$ cat config.mk
export PLATFORM = sky130hd
export DESIGN_NAME = alu_issue_ctrl
export DESIGN_NICKNAME = d
export VERILOG_FILES = /design/src/rtl/alu_issue_ctrl.sv
export SDC_FILE = /design/constraint.sdc
export NUM_CORES = 1
export LEC_CHECK = 0
export BUFFER_PORTS_ARGS = -buffer_cell sky130_fd_sc_hd__buf_2
export CELL_PAD_IN_SITES_DETAIL_PLACEMENT = 1
export CELL_PAD_IN_SITES_GLOBAL_PLACEMENT = 2
export CORE_MARGIN = 8
export CORE_UTILIZATION = 28
export CTS_CLUSTER_DIAMETER = 40
export DETAILED_ROUTE_END_ITERATION = 8
export HOLD_SLACK_MARGIN = 0.03
export PLACE_DENSITY_LB_ADDON = 0.1
export SLEW_MARGIN = 10
export SYNTH_ARGS = -nofsm -noshare
export SYNTH_HDL_FRONTEND = slang
export SYNTH_SLANG_ARGS = --single-unit
$ cat constraint.sdc
create_clock -name wire_clock -period 4.6 [get_ports wire_clock]
set_clock_uncertainty 0.1 [all_clocks]
set_input_delay 0.92 -clock wire_clock [delete_from_list [all_inputs] [get_ports wire_clock]]
set_output_delay 0.92 -clock wire_clock [all_outputs]
set_load 0.05 [all_outputs]
$ cat src/rtl/alu_issue_ctrl.sv
// alu_issue_ctrl: issues one op to the multi-stage ALU, then captures its result and flags and presents a writeback.
// Define ALU_OPCOUNT_EN to add the completed-op counter on op_count.
module alu_issue_ctrl #(
    parameter int SLACK = 1,
    parameter int RD_W  = 4
) (
    input  logic            wire_clock,
    input  logic            wire_reset_n,
    input  logic            req_valid,
    output logic            req_ready,
    input  logic [5:0]      req_op,
    input  logic [31:0]     req_a,
    input  logic [31:0]     req_b,
    input  logic            req_use_carry,
    input  logic [2:0]      req_shift,
    input  logic            req_dec,
    input  logic [RD_W-1:0] req_rd,
    output logic            enable_alu,
    output logic [5:0]      alu_op,
    output logic [31:0]     alu_a,
    output logic [31:0]     alu_b,
    output logic            alu_use_carry,
    output logic [2:0]      alu_shift,
    output logic            alu_dec,
    output logic [15:0]     alu_fr_in,
    input  logic [31:0]     alu_m2,
    input  logic [15:0]     alu_fr_out,
    output logic            wb_valid,
    output logic            wb_write,
    output logic [RD_W-1:0] wb_rd,
    output logic [31:0]     wb_data,
    output logic            wb_err,
    output logic [15:0]     fr_q,
    output logic [31:0]     op_count
);
    localparam logic [5:0] OP_SETFR  = 6'b000110;
    localparam logic [5:0] OP_INCDEC = 6'b100100;
    localparam logic [5:0] OP_CMP    = 6'b010110;
    localparam logic [5:0] OP_DIV    = 6'b100011;
    localparam logic [5:0] OP_MOD    = 6'b100101;

    typedef enum logic [1:0] {IDLE, RUN, CAPT, WB} state_t;

    state_t          state, state_nx;
    logic            live;
    logic [2:0]      cnt;
    logic [RD_W-1:0] rd_q;
    logic [1:0]      lat;
    logic            accept;
    logic            div0;
    logic            writes;

    // Stage count per opcode; zero marks an opcode the ALU does not implement.
    function automatic logic [1:0] lat_of(input logic [5:0] op);
        case (op)
            6'b000110, 6'b100100, 6'b010110, 6'b010000: lat_of = 2'd1;
            6'b100000, 6'b100010, 6'b100011, 6'b100101, 6'b010010,
            6'b010011, 6'b010100, 6'b010101, 6'b011101: lat_of = 2'd2;
            6'b100001: lat_of = 2'd3;
            default: lat_of = 2'd0;
        endcase
    endfunction

    assign lat    = lat_of(req_op);
    assign accept = req_valid && req_ready;
    assign div0   = (alu_op == OP_DIV || alu_op == OP_MOD) && alu_fr_out[9];
    assign writes = alu_op != OP_CMP && alu_op != OP_SETFR;

    always_ff @(posedge wire_clock or negedge wire_reset_n) begin
        if (!wire_reset_n) state <= IDLE;
        else state <= state_nx;
    end

    always_comb begin
        state_nx = state;
        case (state)
            IDLE: if (accept) state_nx = (lat != 2'd0) ? RUN : WB;
            RUN:  if (cnt == 3'd1) state_nx = CAPT;
            CAPT: state_nx = WB;
            default: state_nx = IDLE;
        endcase
    end

    always_comb begin
        req_ready  = live && state == IDLE;
        enable_alu = state == RUN;
        wb_valid   = state == WB;
        alu_fr_in  = (alu_op == OP_SETFR) ? alu_a[15:0] : fr_q;
    end

    // live keeps req_ready low until the first edge after reset release.
    always_ff @(posedge wire_clock or negedge wire_reset_n) begin
        if (!wire_reset_n) begin
            live          <= 1'b0;
            cnt           <= 3'd0;
            rd_q          <= '0;
            alu_op        <= 6'd0;
            alu_a         <= 32'd0;
            alu_b         <= 32'd0;
            alu_use_carry <= 1'b0;
            alu_shift     <= 3'd0;
            alu_dec       <= 1'b0;
            wb_write      <= 1'b0;
            wb_rd         <= '0;
            wb_data       <= 32'd0;
            wb_err        <= 1'b0;
            fr_q          <= 16'h0000;
        end else begin
            live <= 1'b1;
            if (accept) begin
                alu_op        <= req_op;
                alu_a         <= req_a;
                alu_b         <= req_b;
                alu_use_carry <= req_use_carry;
                alu_shift     <= req_shift;
                alu_dec       <= req_dec;
                rd_q          <= req_rd;
                cnt           <= 3'(lat) + 3'(SLACK);
            end else if (state == RUN) begin
                cnt <= cnt - 3'd1;
            end
            if (accept && lat == 2'd0) begin
                wb_rd    <= req_rd;
                wb_data  <= 32'd0;
                wb_write <= 1'b0;
                wb_err   <= 1'b1;
            end
            if (state == CAPT) begin
                wb_rd    <= rd_q;
                wb_data  <= alu_m2;
                wb_write <= writes && !div0;
                wb_err   <= div0;
                if (alu_op != OP_INCDEC) fr_q <= alu_fr_out;
            end
        end
    end

`ifdef ALU_OPCOUNT_EN
    always_ff @(posedge wire_clock or negedge wire_reset_n) begin
        if (!wire_reset_n) op_count <= 32'd0;
        else if (state == WB) op_count <= op_count + 32'd1;
    end
`else
    assign op_count = 32'h0;
`endif
endmodule

==> results.tsv <==
metric	value	unit
Worst Setup Start Kind	flip-flop	
Levels on crit path	5	
WP data required	3580	ps
CP arrival	2570	ps
layout cell share with drive strength beyond 1	40.9	%
Post-CTS Setup Repair Bufs	0	
CTS H-tree depth	4	
largest net degree at the start of global routing	87	
Post-DRT Antenna Nets	0	
RSZ-0062 raised after global routing	no	
Fin. Hold Viols	0	
mapped cell area	5950	sq um
HPWL Detailed	15100	microns
YS warnings	0	
Die Span Y	162	microns
via count	4998	
CP endpoint	alu_fr_in[8]	
critical path peak fanout	16	
chip width	162	microns
final setup TNS	0	ps
count of state elements after synthesis	139	
Final Cell Area	8100	sq um
Inserted Clock Buffers	17	
RR Endpoint	alu_op[0]	
initial antenna violation count	3	
Compound-Gate Fraction of Synth Area	6.89	%
worst-path cell chain	nor3b_2 -> nand3b_1 -> nor2_2 -> mux2_2 -> buf_2	
Avg WL per Cell	17.8	microns
clock sinks	139	
Synth Area in Simple Gates	17.7	%
Max Slew Vio Count	0	
IO Count	310	
status	complete, no violations	
Global Route Usage Sum	15.6	%
Synth async-reset ratio	100	%
drt pass-1 iters	4	
reg-to-reg slack, setup	2110	ps
Die ar.	26200	sq um
worst hold stages	2	
Initial Util	28.4	%
max frequency	279	MHz
worst-case clock buffer depth	2	
post-synthesis cell count	579	
Worst-Margin Slew	944	ps
vias in the first global route	5648	
Slew headroom	37.1	%
WP buf/inv	1	
Area growth, synth to finish	36.1	%
area of the multi-input gates	2200	sq um
Reg-to-Reg Start	state[0]	
XOR/XNOR share of the synthesized area	0.736	%
gpl congestion	0.722	
DR iter-0 viols	218	
Setup Crit Path Kind	reg -> out	
Clk pin slew, worst setup/hold paths	60	ps
Final Setup Violations	0	
crit-path max cell delay	730	ps
nets	988	
r2r worst-path depth	6	
crit path time final	3590	ps
DRT Wirelength	20300	microns
routed vias/inst	4.38	
slowest stage cell, crit path	nor2_2	
CTS root buffer	clkbuf_16	
adder-cell share of the synthesized area	1.68	%
worst skew pair latency	420	ps
main combinational cell family by area after synthesis	simple AND/OR/NAND/NOR gates	
Critical Path Start	alu_op[2]	
multiplexer share of the synthesized area	7.52	%
syn avg cell area	10.3	sq um
Seq/Total Area, Yosys	58.4	%
GRT Residual Overflow	0	
Filler cells	2472	
Hold Path Class	reg -> reg	
post-CTS resize count	0	
Worst path top cell family by delay	simple AND/OR/NAND/NOR gates	
Area after DPL	7490	sq um
DRC	0	
Hold Buf Count CTS	0	
# rows	53	
fin crit share	78.0	%
register area	3480	sq um
first-pass GRT wire length	32600	microns
Yosys cell types	40	
MaxCap Viol Count	0	
core box area	21000	sq um
PortBufs	277	
endpoint class of the critical path	output port	
CTS tree	yes	
Post-synth EDFFs	0	
Top FF cell, synth	dfrtp_1	
cells in the final DEF (no fill, tap or decap), types with 2 or more instances in the layout:
master,netlist,final
clkinvlp_4,0,2
clkbuf_16,0,17
bufinv_16,0,3
mux2_2,22,22
xor2_1,3,3
clkinv_2,0,2
buf_4,33,5
ha_1,8,7
buf_2,8,276
dfrtp_1,139,139
o21ai_0,11,11
mux2i_1,5,5
a22oi_1,2,2
nor2_1,2,2
nand2b_1,2,2
mux2_4,10,10
a21oi_1,4,3
a22o_1,32,32
inv_6,0,7
inv_1,8,8
diode_2,0,2
nand2_1,247,246
conb_1,2,33
xnor2_1,2,2
layer usage:
metal	share of wire, %	track usage (%)
met1	41	18.1
met2	49	26.2
met3	8.8	6.66
met4	1.3	4.00
met5	0.064	0
state kept, by name, indices dropped and copies added (netlist names):
signal and flops:
wb_data 32, alu_use_carry 1, alu_op 6, cnt 3, wb_err 1, state 2, alu_dec 1, rd_q 4
fr_q 16, wb_rd 4, alu_shift 3, alu_a 32, alu_b 32, wb_write 1, live 1
through the flow:
stage	hold slack [ps]	utilization, %	cells	setup slack [ps]
floorplan	345	-	610	1620
global placement	352	35.7	1106	1030
detailed placement	358	35.7	1106	948
CTS	374	38.6	1138	942
global route	393	38.7	1140	794
finish	370	38.7	1140	1010
area by class of cell:
type | instances | share of cell area, %
Sequential cell | 139 | 42.9
Clock inverter | 15 | 2.29
Multi-Input combinational cell | 402 | 27.2
Antenna cell | 2 | 0.0618
Clock buffer | 17 | 5.25
Timing Repair Buffer | 282 | 17.7
Tap cell | 275 | 4.25
Inverter | 8 | 0.371
worst min path at each step:
stage                          from        end  slack, ps
after detailed placement  alu_a[22]  alu_a[22]        360
after global routing       alu_b[7]   alu_b[7]        390
final                     alu_a[22]  alu_a[22]        370
after global placement    alu_b[16]  alu_b[16]        350
after CTS                 alu_a[22]  alu_a[22]        370
after floorplan             rd_q[0]    rd_q[0]        350
worst min-delay path: stages, from the launching register on:
cell and delay, ps:
dfrtp_1 340, nand2_1 50, nand2_1 60
cell families (layout without fill, tap and decap cells):
group	after synthesis	after routing
xor+xnor	5	5
buf+inv	69	322
mux	37	37
fa+ha+maj	8	8
other cells	2	35
flops	139	139
compound gates	54	54
simple gates	265	265
cell usage after synthesis, types with 2 or more instances:
cell type | number | share of area [%]
xor2_1 | 3 | 0.44
inv_1 | 8 | 0.50
clkbuf_1 | 18 | 1.1
mux2_2 | 22 | 4.2
o21ai_0 | 11 | 0.92
buf_4 | 33 | 4.2
ha_1 | 8 | 1.7
xnor2_1 | 2 | 0.29
dfrtp_1 | 139 | 58
buf_2 | 8 | 0.67
nor2_1 | 2 | 0.13
mux2_4 | 10 | 2.5
mux2i_1 | 5 | 0.84
nand2_1 | 247 | 16
a22oi_1 | 2 | 0.25
conb_1 | 2 | 0.13
a22o_1 | 32 | 4.7
nand2b_1 | 2 | 0.21
a21oi_1 | 4 | 0.34
Power is not shown: default switching activity piles up to over one toggle a cycle in this logic, so the estimate is an artifact.
